### config.mk
export PLATFORM = sky130hd
export DESIGN_NAME = uart_trans
export DESIGN_NICKNAME = d
export VERILOG_FILES = /design/src/rtl/uart_pkg.sv /design/src/rtl/uart_baud_gen.sv /design/src/rtl/uart_trans.sv
export SDC_FILE = /design/constraint.sdc
export NUM_CORES = 1
export LEC_CHECK = 0
export BUFFER_PORTS_ARGS = -buffer_cell sky130_fd_sc_hd__buf_2
export CORE_UTILIZATION = 50
export DETAILED_ROUTE_END_ITERATION = 8
export PLACE_DENSITY = 0.73
export SYNTH_ARGS = -nofsm -noshare
export SYNTH_HDL_FRONTEND = slang
export SYNTH_SLANG_ARGS = --single-unit
### constraint.sdc
create_clock -name clk -period 2.1 [get_ports clk]
set_input_delay 0.42 -clock clk [delete_from_list [all_inputs] [get_ports clk]]
set_output_delay 0.42 -clock clk [all_outputs]
set_load 0.02 [all_outputs]
### src/rtl/uart_pkg.sv
// Shared UART definitions: state encoding, parity modes and helper functions.
package uart_pkg;

  localparam int unsigned STATE_W       = 3;
  localparam int unsigned MAX_DATA_BITS = 9;

  // Frame state encoding, shared by the transmitter and receiver.
  typedef enum logic [STATE_W-1:0] {
    IDLE     = 3'd0,
    START    = 3'd1,
    DATA     = 3'd2,
    PARITY_S = 3'd3,
    STOP     = 3'd4
  } uart_state_t;

  // Parity mode strings accepted by the PARITY parameter.
  localparam string PAR_NONE = "none";
  localparam string PAR_EVEN = "even";
  localparam string PAR_ODD  = "odd";

  // Clock cycles per bit (truncating division).
  function automatic int unsigned baud_div(input int unsigned clk_freq,
                                           input int unsigned baud);
    return clk_freq / baud;
  endfunction

  // Parity bit for a zero-extended payload; odd_mode selects odd parity.
  function automatic logic par_bit(input logic [MAX_DATA_BITS-1:0] data,
                                   input logic                     odd_mode);
    return (^data) ^ odd_mode;
  endfunction

endpackage

### src/rtl/uart_baud_gen.sv
// Bit-period counter: counts 0..DIV-1 and flags the last cycle of each bit.
module uart_baud_gen #(
  parameter int unsigned DIV = 434
) (
  input  logic clk,
  input  logic rst,
  input  logic i_restart,
  output logic o_tick_c
);

  localparam int unsigned CNT_W = (DIV > 1) ? $clog2(DIV) : 1;

  logic [CNT_W-1:0] r_count;

  assign o_tick_c = (r_count == CNT_W'(DIV - 1));

  // Count cycles within a bit; clear on restart and at every bit boundary.
  always_ff @(posedge clk) begin
    if (rst || i_restart || o_tick_c) begin
      r_count <= '0;
    end else begin
      r_count <= r_count + CNT_W'(1);
    end
  end

endmodule

### src/rtl/uart_trans.sv
// UART transmitter: accepts bytes on an AXI-Stream slave port and serialises
// them as start, DATA_BITS data bits LSB first, optional parity, stop.
module uart_trans
  import uart_pkg::*;
#(
  parameter int unsigned CLK_FREQ  = 50_000_000,
  parameter int unsigned BAUD      = 115200,
  parameter int unsigned DATA_BITS = 8,
  parameter string       PARITY    = "even"
) (
  input  logic                 clk,
  input  logic                 rst,
  input  logic [DATA_BITS-1:0] s_axis_tdata,
  input  logic                 s_axis_tvalid,
  output logic                 s_axis_tready,
  output logic                 tx,
  output logic                 tx_busy
);

  localparam int unsigned BAUD_DIV     = baud_div(CLK_FREQ, BAUD);
  localparam bit          HAS_PAR      = (PARITY != PAR_NONE);
  localparam logic        PAR_ODD_MODE = (PARITY == PAR_ODD);
  localparam int unsigned CNT_W        = (DATA_BITS > 1) ? $clog2(DATA_BITS) : 1;

  uart_state_t            r_state;
  logic [DATA_BITS-1:0]   r_shift;
  logic [CNT_W-1:0]       r_bit_cnt;
  logic                   r_par;
  logic                   r_tx;
  logic                   r_busy;

  uart_state_t            w_state_next;
  logic [DATA_BITS-1:0]   w_shift_next;
  logic [CNT_W-1:0]       w_cnt_next;
  logic                   w_par_next;
  logic                   w_tx_next;
  logic                   w_handshake;
  logic                   w_restart;
  logic                   w_tick;

  assign s_axis_tready = (r_state == IDLE) && !rst;
  assign w_handshake   = s_axis_tvalid && s_axis_tready;
  assign tx            = r_tx;
  assign tx_busy       = r_busy;

  // Hold the bit timer at zero while idle and restart it on every state entry.
  assign w_restart = (r_state == IDLE) || (w_state_next != r_state);

  uart_baud_gen #(
    .DIV (BAUD_DIV)
  ) u_baud_gen (
    .clk       (clk),
    .rst       (rst),
    .i_restart (w_restart),
    .o_tick_c  (w_tick)
  );

  // Next-state, shift and line-level decode; tx follows the next state so the
  // line changes on the same edge as the state.
  always_comb begin
    w_state_next = r_state;
    w_shift_next = r_shift;
    w_cnt_next   = r_bit_cnt;
    w_par_next   = r_par;
    w_tx_next    = 1'b1;

    case (r_state)
      IDLE: begin
        if (w_handshake) begin
          w_state_next = START;
          w_shift_next = s_axis_tdata;
          w_par_next   = par_bit(MAX_DATA_BITS'(s_axis_tdata), PAR_ODD_MODE);
          w_cnt_next   = '0;
        end
      end
      START: begin
        if (w_tick) w_state_next = DATA;
      end
      DATA: begin
        if (w_tick) begin
          if (r_bit_cnt == CNT_W'(DATA_BITS - 1)) begin
            w_cnt_next   = '0;
            w_state_next = HAS_PAR ? PARITY_S : STOP;
          end else begin
            w_cnt_next   = r_bit_cnt + CNT_W'(1);
            w_shift_next = r_shift >> 1;
          end
        end
      end
      PARITY_S: begin
        if (w_tick) w_state_next = STOP;
      end
      STOP: begin
        if (w_tick) w_state_next = IDLE;
      end
      default: begin
        w_state_next = IDLE;
      end
    endcase

    case (w_state_next)
      START:    w_tx_next = 1'b0;
      DATA:     w_tx_next = w_shift_next[0];
      PARITY_S: w_tx_next = w_par_next;
      default:  w_tx_next = 1'b1;
    endcase
  end

  // State, datapath and output flops.
  always_ff @(posedge clk) begin
    if (rst) begin
      r_state   <= IDLE;
      r_shift   <= '0;
      r_bit_cnt <= '0;
      r_par     <= 1'b0;
      r_tx      <= 1'b1;
      r_busy    <= 1'b0;
    end else begin
      r_state   <= w_state_next;
      r_shift   <= w_shift_next;
      r_bit_cnt <= w_cnt_next;
      r_par     <= w_par_next;
      r_tx      <= w_tx_next;
      r_busy    <= (w_state_next != IDLE);
    end
  end

endmodule
# ---- Word level (Yosys, flattened, before mapping)
# Cells that the tools add are included.
dict set report totals {
  regBits 26
  word_cells 53
  in_bits 11
}
dict set report classes {
  reduce_logical 12
  addsub 2
  muxes 18
  eq_ne 13
}
# operator count
set op_table {}
lappend op_table {{$mux 3} 9}
lappend op_table {{$mux 8} 3}
lappend op_table {{$pmux 8 s2} 1}
lappend op_table {{$pmux 3 s5} 1}
lappend op_table {{$eq 3x2->1 const B} 4}
lappend op_table {{$add 9x1->9 const B} 1}
lappend op_table {{$eq 9x9->1 const B} 1}
lappend op_table {{$reduce_xor 9->1} 1}
lappend op_table {{$eq 3x1->1 const B} 2}
lappend op_table {{$eq 3x3->1 const B} 2}
lappend op_table {{$pmux 3 s2} 1}
lappend op_table {{$ne 2x2->1 const B} 2}
lappend op_table {{$reduce_and 4->1} 1}
lappend op_table {{$add 3x1->3 const B} 1}
lappend op_table {{$logic_not 3->1} 1}
lappend op_table {{$logic_or 1x1->1} 3}
lappend op_table {{$ne 3x3->1} 1}
lappend op_table {{$pmux 1 s3} 1}
lappend op_table {{$reduce_and 3->1} 1}
lappend op_table {{$reduce_bool 3->1} 1}
lappend op_table {{$logic_and 1x1->1} 2}
lappend op_table {{$mux 1} 2}
lappend op_table {{$ne 2x1->1 const B} 1}
lappend op_table {{$reduce_bool 2->1} 1}
lappend op_table {{$logic_not 1->1} 1}

# ---- Longest topological paths before layout
dict set report depth {
  depth_word 9
  depth_mapped 8
}

# ---- Cells and area by module
# Synthesis repeated with hierarchy kept, for this count alone.
dict set report unflattened {
  hier_cells 142
  hier_area_um2 1290.0
}
# module area_each_um2 cells_each n_inst
set by_module_without_submodules {}
lappend by_module_without_submodules {uart_trans 875.8 96 1}
lappend by_module_without_submodules {uart_baud_gen 414.1 46 1}

# ---- Worst setup path after synthesis
# Ideal clock, no wire load.
dict set report synth_timing {
  path_kind {in2reg}
  start {input port rst}
  end {register r_tx (netlist: tx)}
  t_arrival_ns 1.804
  path_buffers 2
  setup_slack_ns 0.157
  stages 7
  path_cell_list {clkbuf_2 -> nor4_2 -> and2_1 -> buf_6 -> nor2b_1 -> a2111oi_1 -> a311oi_1}
}
dict set report synth_between {
  elab_chain_len 7
  word_cells_on_any_way 13
  classes_between {eq/ne: 3; mux: 7; reduce/logical: 3}
}
# element line_no
set synth_rtl {}
lappend synth_rtl {{start, declared} uart_trans.sv:12} ;# input logic rst,
lappend synth_rtl {{$logic_not 1->1 (*)} uart_trans.sv:41} ;# assign s_axis_tready = (r_state == IDLE) && !rst;
lappend synth_rtl {{$logic_and 1x1->1 (*)} uart_trans.sv:41}
lappend synth_rtl {{named net s_axis_tready} uart_trans.sv:15} ;# output logic s_axis_tready,
lappend synth_rtl {{$logic_and 1x1->1 (*)} uart_trans.sv:42} ;# assign w_handshake = s_axis_tvalid && s_axis_tready;
lappend synth_rtl {{$mux 3} uart_trans.sv:69} ;# if (w_handshake) begin
lappend synth_rtl {{$pmux 3 s5} uart_trans.sv:67} ;# case (r_state)
lappend synth_rtl {{$eq 3x2->1 / $eq 3x1->1 (equally long branches)} uart_trans.sv:101} ;# case (w_state_next)
lappend synth_rtl {{$pmux 1 s3 (*)} uart_trans.sv:101}
lappend synth_rtl {{end signal, assigned} uart_trans.sv:123} ;# r_tx <= w_tx_next;
lappend synth_rtl {{end, declared} uart_trans.sv:29} ;# logic r_tx;
# Mark *: on every way through the listed nets, which the timed path passes. The rest lies on a longest branch. The select of a mux whose other input is x is not followed.
# A chain may end at the register's enable or synchronous reset.

# ---- Final worst setup path
dict set report layout_timing {
  start {register r_bit_cnt[0]}
  end {register r_tx (netlist: tx)}
}
dict set report layout_between {
  elab_chain_len 6
  word_cells_on_any_way 11
  classes_between {eq/ne: 4; mux: 7}
}
# element line_no
set layout_rtl {}
lappend layout_rtl {{start, declared} uart_trans.sv:27} ;# logic [CNT_W-1:0] r_bit_cnt;
lappend layout_rtl {{start signal, assigned} uart_trans.sv:121} ;# r_bit_cnt <= w_cnt_next;
lappend layout_rtl {{$eq 3x3->1 (*)} uart_trans.sv:81} ;# if (r_bit_cnt == CNT_W'(DATA_BITS - 1)) begin
lappend layout_rtl {{$mux 3} uart_trans.sv:81}
lappend layout_rtl {{$mux 3} uart_trans.sv:80} ;# if (w_tick) begin
lappend layout_rtl {{$pmux 3 s5} uart_trans.sv:67}
lappend layout_rtl {{$eq 3x2->1 / $eq 3x1->1 (equally long branches)} uart_trans.sv:101}
lappend layout_rtl {{$pmux 1 s3 (*)} uart_trans.sv:101}
# Mark *: on every way between the ends. The rest lies on a longest branch, timed or not. The select of a mux whose other input is x is not followed.

==> run metrics <==
worst r2r path cells=7; FFs w/ async S/R, synth=0; Starting DRT DRC Count=43; Post-DP HPWL=1.74 mm; fill count=203; register area share after synthesis=0.408; Pre-antenna DRT Iters=4; area of the multi-input gates=692 µm²; vias in the first global route=873; CTS tree=built; Max-Cap Viols=0; most frequent cells in the layout=26 x dfxtp_1, 25 x nor2_1, 13 x buf_2; CTS Hold Buffers Added=0; biggest area consumer among synthesized cells=dfxtp_1; Slew headroom=0.748; register area=520 µm²; maximum vdd drop=0.000420 V; Gate Count Post-Synth=131; Syn-to-layout area delta=9.42%; Post-CTS Setup Inserts=0; Worst EP arrival=2130 ps; total wire length=2.38 mm; antenna violations before repair=0; Pins Over Slew Limit=0; number of synthesized flops with an enable pin=0; post_cts resized=0; Worst EP required=2320 ps; Crit Path Max Fanout=3; M2 GR Usage=0.335; max frequency=0.523 GHz; startpoint type of the worst setup path=flip-flop; # setup viols final=0; Num CTS Buffers=3; all-layer global routing usage=0.196; min Tclk post-route=1910 ps; share of layout cells above drive strength 1=0.181; Ys Warns=0; Initial Utilization=0.555; critical path type=reg2reg; period utilization=0.910; diode count=0; CTS sink cnt=26; hold path cells=3; endpoints failing hold=0; power per cell area=702 nW/µm²; Yosys top cell area share=0.408; nets=160; Vias/cell=5.73; fin area=1400 µm²; met3 Resource Use GR=0.0348; Clock Latency Late Sink=320 ps; syn_area_per_cell=9.73 µm²; Final Skew=12.5 ps; row count=17; WL/cell=13.9 µm; Yosys reg bits=26; Die Span Y=52.5 µm; Fin Setup TNS=0 ps; global route overflow=0; pin count of the biggest net entering global routing=19; commonest non-fill, non-tap cell in the layout=dfxtp_1; DIE AREA=2760 µm²; Reg clk slew, reported paths=150 ps; H-tree depth=1; Crit. End Element=flip-flop; routed via count=985; Synthesized Nets=146; Post-synth top flop=dfxtp_1; num ports=14; Top Usage Layer GRT=met2; status=complete, no violations; remaining antenna violation count=0; first-pass GRT wire length=3.95 mm; RSZ-0062 raised after global routing=no; DP Area=1340 µm²; top post-synthesis cells by area=dfxtp_1 41%, xnor2_1 7.6%, nor2_1 7.4%; DRC viols=0; type of the most critical hold path=in2reg; clk buf depth=2; Port Buffers=13; Netlist cell types=37; Core Area=2300 µm²; Placer Congestion=0.749; Static Leak=0.537 nW; die width=52.5 µm; slew of the pin with the lowest slew margin=376 ps; met1 Usage GRT=0.246; root buffer cell=clkbuf_4; Post-Synthesis Cell Area=1270 µm²
-- per-stage QoR --
step / hold slack [ps] / util / std cells / power, mW / worst slack, ps
2_1_floorplan: 441 / - / 131 / 0.613 / 157
3_5_place_dp: 472 / 0.584 / 168 / 0.645 / 216
4_1_cts: 348 / 0.607 / 172 / 0.984 / 175
6_report: 347 / 0.607 / 172 / 0.979 / 188
5_1_grt: 339 / 0.607 / 172 / 1.02 / 59.3
3_3_place_gp: 464 / 0.584 / 168 / 0.641 / 265
-- where the power goes --
part	switching (mW)	total [mW]	internal, mW
clock network	0.151	0.344	0.193
logic	0.0627	0.115	0.0526
registers	0.0104	0.520	0.509
total	0.224	0.979	0.755
-- cells by family (layout without fill, tap and decap cells) --
logic type / Yosys count / after routing / share of synthesized area
xor gates and xnor gates: 15 / 15 / 0.103
muxes: 1 / 1 / 0.00883
AOI/OAI and AO/OA: 21 / 21 / 0.153
DFF: 26 / 26 / 0.408
and+or+nand+nor: 55 / 55 / 0.238
adders and majority gates: 4 / 4 / 0.0393
buffers and inverters: 9 / 22 / 0.0491
-- path summary, 6_finish.rpt --
| path | slack, ps | from | to |
|---|---|---|---|
| max | 190 | r_bit_cnt[0] | tx |
| min | 350 | s_axis_tdata[1] | r_shift[1] |
| max reg2reg | 190 | r_bit_cnt[0] | tx |
| min reg2reg | 500 | u_baud_gen.r_count[0] | u_baud_gen.r_count[0] |
-- critical path: stages, from the launching register on --
cell and delay, ps:
dfxtp_1 360, ha_1 210, ha_1 270, nor4b_4 260
and3_1 230, nor3b_1 60, a221oi_1 290, a311oi_1 140
-- flip-flops by register name, indices dropped and copies added (netlist names) --
name	count
u_baud_gen.r_count	9
r_shift	8
r_state	3
r_par	1
tx_busy	1
tx	1
r_bit_cnt	3
-- Yosys cell counts, types with 2 or more instances --
library cell and count:
a21oi_1 4, a222oi_1 6, a22oi_1 4, and2_1 4, and3_1 2, buf_6 3, clkbuf_2 2, dfxtp_1 26
ha_1 4, inv_1 2, nand2_1 3, nand3_1 6, nor2_1 25, nor2b_1 3, nor3_1 2, xnor2_1 11
xor2_1 4
-- cell type report --
cell class,instances,share of cell area
Inverter,2,0.00538
Multi-Input combinational cell,96,0.496
Clock buffer,3,0.0161
Timing Repair Buffer,16,0.0628
Clock inverter,1,0.0215
Sequential cell,26,0.373
Tap cell,28,0.0251
-- metal layers --
metal	wire length, µm	share of wire	vias up
met5	0	0	-
met3	78	0.033	6
met4	33	0.014	0
met1	1120	0.47	465
li1	-	-	493
met2	1150	0.48	21
(Power assumes the default switching activity.)
